==> src/rtl/link_pkg.sv <==
// Shared encodings and map geometry defaults for the player link_control slice.
package link_pkg;

  typedef enum logic [2:0] {
    S_RESET     = 3'd0,
    S_INIT      = 3'd1,
    S_DRAW_MAP  = 3'd2,
    S_DRAW_CHAR = 3'd3,
    S_WAIT      = 3'd4,
    S_DECIDE    = 3'd5,
    S_CMD       = 3'd6
  } state_t;

  typedef enum logic [1:0] {
    UP    = 2'b00,
    DOWN  = 2'b01,
    LEFT  = 2'b10,
    RIGHT = 2'b11
  } dir_t;

  typedef enum logic [1:0] {
    CMD_IDLE   = 2'd0,
    CMD_ATTACK = 2'd1,
    CMD_MOVE   = 2'd2
  } cmd_t;

  localparam int MAP_W_DEF  = 256;
  localparam int MAP_H_DEF  = 176;
  localparam int SPRITE_DEF = 16;
  localparam int CNT_W      = 4;

endpackage

==> src/rtl/link_frame_pacer.sv <==
// Frame pending flag plus move-rate and attack-lockout counters; all state updates on the
// cycle that enters DECIDE (load_lock excepted). Optional LINK_CTRL_OVERRUN_EN adds overrun_cnt.
module link_frame_pacer
  import link_pkg::*;
#(
  parameter int MOVE_DIV      = 2,
  parameter int ATTACK_FRAMES = 8
) (
  input  logic       clock,
  input  logic       reset,
  input  logic       armed,
  input  logic       frame_tick,
  input  logic       decide,
  input  logic       load_lock,
`ifdef LINK_CTRL_OVERRUN_EN
  output logic [7:0] overrun_cnt,
`endif
  output logic       pending,
  output logic       move_ok,
  output logic       locked
);

  logic             tick_in;
  logic             pending_q, pending_d;
  logic             move_ok_q, move_ok_d;
  logic             locked_q, locked_d;
  logic [CNT_W-1:0] move_cnt_q, move_cnt_d;
  logic [CNT_W-1:0] lock_cnt_q, lock_cnt_d;

  assign tick_in = armed && frame_tick;

  // move_ok/locked capture the counters before this visit's update so DECIDE sees them.
  always_comb begin
    pending_d  = pending_q;
    move_ok_d  = move_ok_q;
    locked_d   = locked_q;
    move_cnt_d = move_cnt_q;
    lock_cnt_d = lock_cnt_q;
    if (decide) begin
      pending_d  = 1'b0;
      move_ok_d  = (move_cnt_q == '0);
      locked_d   = (lock_cnt_q != '0);
      move_cnt_d = (move_cnt_q == CNT_W'(MOVE_DIV - 1)) ? '0 : move_cnt_q + 1'b1;
      if (lock_cnt_q != '0) lock_cnt_d = lock_cnt_q - 1'b1;
    end
    if (tick_in) pending_d = 1'b1;
    if (load_lock) lock_cnt_d = CNT_W'(ATTACK_FRAMES);
  end

  always_ff @(posedge clock) begin
    if (reset) begin
      pending_q  <= 1'b0;
      move_ok_q  <= 1'b0;
      locked_q   <= 1'b0;
      move_cnt_q <= '0;
      lock_cnt_q <= '0;
    end else begin
      pending_q  <= pending_d;
      move_ok_q  <= move_ok_d;
      locked_q   <= locked_d;
      move_cnt_q <= move_cnt_d;
      lock_cnt_q <= lock_cnt_d;
    end
  end

  assign pending = pending_q;
  assign move_ok = move_ok_q;
  assign locked  = locked_q;

`ifdef LINK_CTRL_OVERRUN_EN
  logic [7:0] overrun_q, overrun_d;

  always_comb begin
    overrun_d = overrun_q;
    if (tick_in && pending_q && !decide && (overrun_q != 8'hFF)) overrun_d = overrun_q + 8'd1;
  end

  always_ff @(posedge clock) begin
    if (reset) overrun_q <= 8'd0;
    else       overrun_q <= overrun_d;
  end

  assign overrun_cnt = overrun_q;
`endif

endmodule

==> src/rtl/link_control.sv <==
// Player game-loop FSM: one-hot registered strobes, map/char redraw handshakes, one command
// per frame 3 cycles after a tick seen in WAIT. Optional LINK_CTRL_OVERRUN_EN exposes overrun_cnt.
module link_control
  import link_pkg::*;
#(
  parameter int MOVE_DIV      = 2,
  parameter int ATTACK_FRAMES = 8,
  parameter int MAP_W         = MAP_W_DEF,
  parameter int MAP_H         = MAP_H_DEF,
  parameter int SPRITE        = SPRITE_DEF
) (
  input  logic       clock,
  input  logic       reset,
  input  logic       start,
  input  logic       btn_up,
  input  logic       btn_down,
  input  logic       btn_left,
  input  logic       btn_right,
  input  logic       btn_attack,
  input  logic       frame_tick,
  input  logic [7:0] link_x,
  input  logic [7:0] link_y,
  input  logic       map_done,
  input  logic       char_done,
  output logic       init,
  output logic       idle,
  output logic       attack,
  output logic       move_up,
  output logic       move_down,
  output logic       move_left,
  output logic       move_right,
  output logic       draw_map,
  output logic       draw_char,
`ifdef LINK_CTRL_OVERRUN_EN
  output logic [7:0] overrun_cnt,
`endif
  output logic       busy
);

  localparam logic [8:0] DOWN_LIM  = 9'(MAP_H - SPRITE);
  localparam logic [8:0] RIGHT_LIM = 9'(MAP_W - SPRITE);

  state_t state_q, state_d;
  cmd_t   cmd_d;
  dir_t   dir_d;
  logic   pending, move_ok, locked;
  logic   decide, load_lock, armed;
  logic   up_ok, down_ok, left_ok, right_ok;

  logic init_q, init_d, idle_q, idle_d, attack_q, attack_d;
  logic move_up_q, move_up_d, move_down_q, move_down_d;
  logic move_left_q, move_left_d, move_right_q, move_right_d;
  logic draw_map_q, draw_map_d, draw_char_q, draw_char_d, busy_q, busy_d;

  assign up_ok    = btn_up && (link_y != 8'd0);
  assign down_ok  = btn_down && ({1'b0, link_y} < DOWN_LIM);
  assign left_ok  = btn_left && (link_x != 8'd0);
  assign right_ok = btn_right && ({1'b0, link_x} < RIGHT_LIM);

  assign decide    = (state_q == S_WAIT) && pending;
  assign load_lock = (state_q == S_DECIDE) && (cmd_d == CMD_ATTACK);
  assign armed     = (state_q != S_RESET);

  link_frame_pacer #(
    .MOVE_DIV     (MOVE_DIV),
    .ATTACK_FRAMES(ATTACK_FRAMES)
  ) u_pacer (
    .clock      (clock),
    .reset      (reset),
    .armed      (armed),
    .frame_tick (frame_tick),
    .decide     (decide),
    .load_lock  (load_lock),
`ifdef LINK_CTRL_OVERRUN_EN
    .overrun_cnt(overrun_cnt),
`endif
    .pending    (pending),
    .move_ok    (move_ok),
    .locked     (locked)
  );

  always_comb begin
    state_d = state_q;
    cmd_d   = CMD_IDLE;
    dir_d   = UP;
    case (state_q)
      S_RESET:     if (start) state_d = S_INIT;
      S_INIT:      state_d = S_DRAW_MAP;
      S_DRAW_MAP:  if (map_done) state_d = S_DRAW_CHAR;
      S_DRAW_CHAR: if (char_done) state_d = S_WAIT;
      S_WAIT:      if (pending) state_d = S_DECIDE;
      S_DECIDE: begin
        state_d = S_CMD;
        if (locked)          cmd_d = CMD_IDLE;
        else if (btn_attack) cmd_d = CMD_ATTACK;
        else if (!move_ok)   cmd_d = CMD_IDLE;
        else if (up_ok)    begin cmd_d = CMD_MOVE; dir_d = UP;    end
        else if (down_ok)  begin cmd_d = CMD_MOVE; dir_d = DOWN;  end
        else if (left_ok)  begin cmd_d = CMD_MOVE; dir_d = LEFT;  end
        else if (right_ok) begin cmd_d = CMD_MOVE; dir_d = RIGHT; end
      end
      S_CMD:       state_d = S_DRAW_MAP;
      default:     state_d = S_RESET;
    endcase
  end

  // Outputs are decoded from the next state so they line up with the registered state.
  always_comb begin
    init_d       = (state_d == S_INIT);
    idle_d       = (state_d == S_WAIT) || ((state_d == S_CMD) && (cmd_d == CMD_IDLE));
    attack_d     = (state_d == S_CMD) && (cmd_d == CMD_ATTACK);
    move_up_d    = (state_d == S_CMD) && (cmd_d == CMD_MOVE) && (dir_d == UP);
    move_down_d  = (state_d == S_CMD) && (cmd_d == CMD_MOVE) && (dir_d == DOWN);
    move_left_d  = (state_d == S_CMD) && (cmd_d == CMD_MOVE) && (dir_d == LEFT);
    move_right_d = (state_d == S_CMD) && (cmd_d == CMD_MOVE) && (dir_d == RIGHT);
    draw_map_d   = (state_d == S_DRAW_MAP);
    draw_char_d  = (state_d == S_DRAW_CHAR);
    busy_d       = (state_d != S_RESET) && (state_d != S_WAIT);
  end

  always_ff @(posedge clock) begin
    if (reset) begin
      state_q      <= S_RESET;
      init_q       <= 1'b0;
      idle_q       <= 1'b0;
      attack_q     <= 1'b0;
      move_up_q    <= 1'b0;
      move_down_q  <= 1'b0;
      move_left_q  <= 1'b0;
      move_right_q <= 1'b0;
      draw_map_q   <= 1'b0;
      draw_char_q  <= 1'b0;
      busy_q       <= 1'b0;
    end else begin
      state_q      <= state_d;
      init_q       <= init_d;
      idle_q       <= idle_d;
      attack_q     <= attack_d;
      move_up_q    <= move_up_d;
      move_down_q  <= move_down_d;
      move_left_q  <= move_left_d;
      move_right_q <= move_right_d;
      draw_map_q   <= draw_map_d;
      draw_char_q  <= draw_char_d;
      busy_q       <= busy_d;
    end
  end

  assign init       = init_q;
  assign idle       = idle_q;
  assign attack     = attack_q;
  assign move_up    = move_up_q;
  assign move_down  = move_down_q;
  assign move_left  = move_left_q;
  assign move_right = move_right_q;
  assign draw_map   = draw_map_q;
  assign draw_char  = draw_char_q;
  assign busy       = busy_q;

endmodule

==> config.mk <==
export PLATFORM = sky130hd
export DESIGN_NAME = link_control
export DESIGN_NICKNAME = d
export VERILOG_FILES = /design/src/rtl/link_pkg.sv /design/src/rtl/link_frame_pacer.sv /design/src/rtl/link_control.sv
export SDC_FILE = /design/constraint.sdc
export NUM_CORES = 1
export LEC_CHECK = 0
export CELL_PAD_IN_SITES_DETAIL_PLACEMENT = 1
export CELL_PAD_IN_SITES_GLOBAL_PLACEMENT = 1
export CORE_ASPECT_RATIO = 1.2
export CORE_MARGIN = 3
export CORE_UTILIZATION = 34
export DETAILED_ROUTE_END_ITERATION = 16
export PLACE_DENSITY = 0.81
export SYNTH_ARGS = -nofsm -noshare
export SYNTH_HDL_FRONTEND = slang
export SYNTH_SLANG_ARGS = --single-unit
==> constraint.sdc <==
create_clock -name clock -period 3.6 [get_ports clock]
set_clock_uncertainty 0.05 [all_clocks]
set_input_delay 0.72 -clock clock [delete_from_list [all_inputs] [get_ports clock]]
set_output_delay 0.72 -clock clock [all_outputs]
set_load 0.02 [all_outputs]
==> impl_metrics.csv <==
group,metric,value,unit
clock_network,postCtsSetupRepairBufs,0,
pwr,pwr-share-comb,15.5,%
route,firstDrtPassIters,4,
yosys,synth_cells,115,
cells_and_area,nNetsFinal,179,
pwr,seq_power_share,59.7,%
yosys,yosysMostFrequentCell,"dfxtp_1",
floorplan,fp-row-count,21,
yosys,synth_common_cells,"dfxtp_1 (24), nand2_1 (13), nor2_1 (12), a21oi_1 (6), nor3_1 (6)",
critical_path,reg2reg_depth,6,
timing,finalCritPeriodShare,63.8,%
timing,worstMarginPinSlew,0.643,ns
timing,slew_headroom,57.0,%
floorplan,die_x,56.5,um
floorplan,core_area,2860,um^2
pwr,p_int,0.357,mW
critical_path,startpoint_type,"input port",
critical_path,crit_fanout,3,
route,via_per_inst,5.29,
placement,portBuffers,36,
critical_path,critPathLaunch,"link_y[6]",
timing,rsz0062_at_grt,"false",
route,wl_per_cell,14.2,um
clock_network,cts_resized,0,
yosys,syn_area,1040,um^2
pwr,p_leak,0.526,nW
global_route,grt_pass1_wl,4530,um
critical_path,path_class,"in -> reg",
critical_path,r2r-end,"u_pacer.lock_cnt_q[1]",
cells_and_area,num_antenna_cells,0,
placement,finalWeightedCongestion,0.718,
clock_network,cts.root.buffer_cell,"clkbuf_4",
timing,fmax,435,MHz
timing,slew_viol_final,0,
run,max_cap_violations,0,
yosys,ys_async_sr_fraction,0,%
route,via_count,968,
clock_network,clk_pin_slew,0.13,ns
pwr,netSwitchingFraction,24.1,%
pwr,switchingPower,0.113,mW
floorplan,die_area,3760,um^2
yosys,ys_warn_count,0,
global_route,grt.overflow.total,0,
floorplan,die_h,66.6,um
hold_path,hold_start,"u_pacer.locked",
clock_network,cts_tree,"yes",
global_route,grt_use_total,15.6,%
critical_path,crit_path_end_kind,"register",
yosys,ys_seq_elements,24,
critical_path,r2r_start,"u_pacer.lock_cnt_q[0]",
critical_path,rrSetupSlack,1.83,ns
hold_path,holdPathEnd,"u_pacer.locked",
floorplan,ios,37,
timing,fin_crit,2.30,ns
clock_network,ctsLongestPathBuffers,2,
pwr,ir_drop,141,uV
yosys,synth_edf_count,0,
yosys,synth_area_leaders,"dfxtp_1 (46%), nand2_1 (4.7%), nor2_1 (4.3%)",
timing,fin_tns_setup,0,ns
yosys,yosys.area.top_type,"dfxtp_1",
timing,holdWs,0.432,ns
floorplan,start_util,36.3,%
clock_network,htree_levels,1,
critical_path,cp_data_required_time,3.78,ns
clock_network,worstSkewPairLatency,0.31,ns
route,drc,0,
yosys,synth_nets,143,
hold_path,min_path_cells,2,
pwr,clkPwrFrac,24.8,%
yosys,ys.flop_type,"dfxtp_1",
timing,hold_violations,0,
yosys,ys_types,37,
global_route,grt_start_max_net_pins,19,
clock_network,clock-sinks,24,
route,antenna_left,0,
timing,setup_viol,0,
yosys,synth_top_area_share,46.2,%
hold_path,hold_path.class,"reg -> reg",
pwr,p_total,0.470,mW
run_status,run_status,"finished, final reports clean",
yosys,yosysSeqAreaShare,46.2,%
yosys,synth.avg_cell_area,9.04,um^2
route,drt_iter0_drc,13,
cells_and_area,layout-drive-gt1-share,8.05,%
clock_network,hold_buffers,0,
clock_network,numCtsBuffers,3,
global_route,antenna_found_initial,0,
global_route,first_global_vias,1039,
critical_path,cp.arrival,2.48,ns
pwr,pwr_density_cell,326,nW/um^2
placement,dp_hpwl,2120,um
cells_and_area,syn2layout_area_growth,38.6,%
route,wirelength,2600,um
## power groups by stage
stage	combinational, mW	sequential, mW	clock (mW)
floorplan	0.0290	0.287	0
global placement	0.0703	0.286	0
detailed placement	0.0734	0.287	0
CTS	0.0736	0.281	0.121
global route	0.0789	0.282	0.134
finish	0.0726	0.280	0.117
## registers in the layout, summed over array words and instances (netlist names)
name,count
move_right,1
init,1
u_pacer.lock_cnt_q,4
move_left,1
draw_map,1
move_down,1
u_pacer.move_cnt_q,4
attack,1
idle,1
move_up,1
state_q,3
u_pacer.move_ok,1
draw_char,1
u_pacer.locked,1
u_pacer.pending,1
busy,1
## cells by family (layout without fill, tap and decap cells)
logic type	Yosys count	after routing	share of synthesized area, %
compound gates	15	15	8.66
fa+ha+maj	1	1	1.20
buf+inv	9	43	3.73
xor+xnor	4	4	3.37
flops	24	24	46.2
simple gates	58	58	32.9
mux	4	4	3.97
## critical path, stage by stage
cell	delay (ns)
clkdlybuf4s50_1	0.42
or4_4	0.54
o21ai_2	0.18
or3b_4	0.43
nor3b_2	0.19
## stage by stage
stage | utilization (%) | setup WS, ns | instance area [um^2] | cells
after floorplan | - | 1.53 | 1040 | 115
after global placement | 49.5 | 1.10 | 1420 | 180
after detailed placement | 49.5 | 0.974 | 1420 | 180
after CTS | 50.3 | 1.31 | 1440 | 183
after global routing | 50.3 | 1.29 | 1440 | 183
final | 50.3 | 1.30 | 1440 | 183
## worst max path at each step
| stage | endpoint | slack (ns) |
|---|---|---|
| 6_report | move_left | 1.30 |
| 5_1_grt | move_left | 1.29 |
| 4_1_cts | move_left | 1.31 |
| 3_5_place_dp | move_left | 0.97 |
| 3_3_place_gp | move_left | 1.10 |
| 2_1_floorplan | move_left | 1.53 |
## cell usage in the layout (no fill, tap or decap), types with 3 or more instances in the layout
cell type,count
a21oi_1,6
clkbuf_4,3
clkdlybuf4s50_1,36
dfxtp_1,24
inv_1,4
mux2i_1,3
nand2_1,13
nand2b_1,5
nor2_1,12
nor3_1,6
nor4_1,3
## routing by layer
metal | track usage [%] | vias up | wire length [um]
li1 | - | 472 | -
met1 | 15.3 | 451 | 969
met2 | 30.1 | 40 | 1380
met3 | 4.65 | 5 | 202
met4 | 6.23 | 0 | 44
met5 | 0 | - | 0
## layout make-up
type | instances | area [um^2]
clock buffer | 3 | 22.5
fill | 347 | 1420
multi-input combinational | 82 | 520
sequential | 24 | 480
timing repair buffer | 36 | 360
inverter | 4 | 15.0
tap | 34 | 42.5
(Power assumes the default switching activity.)
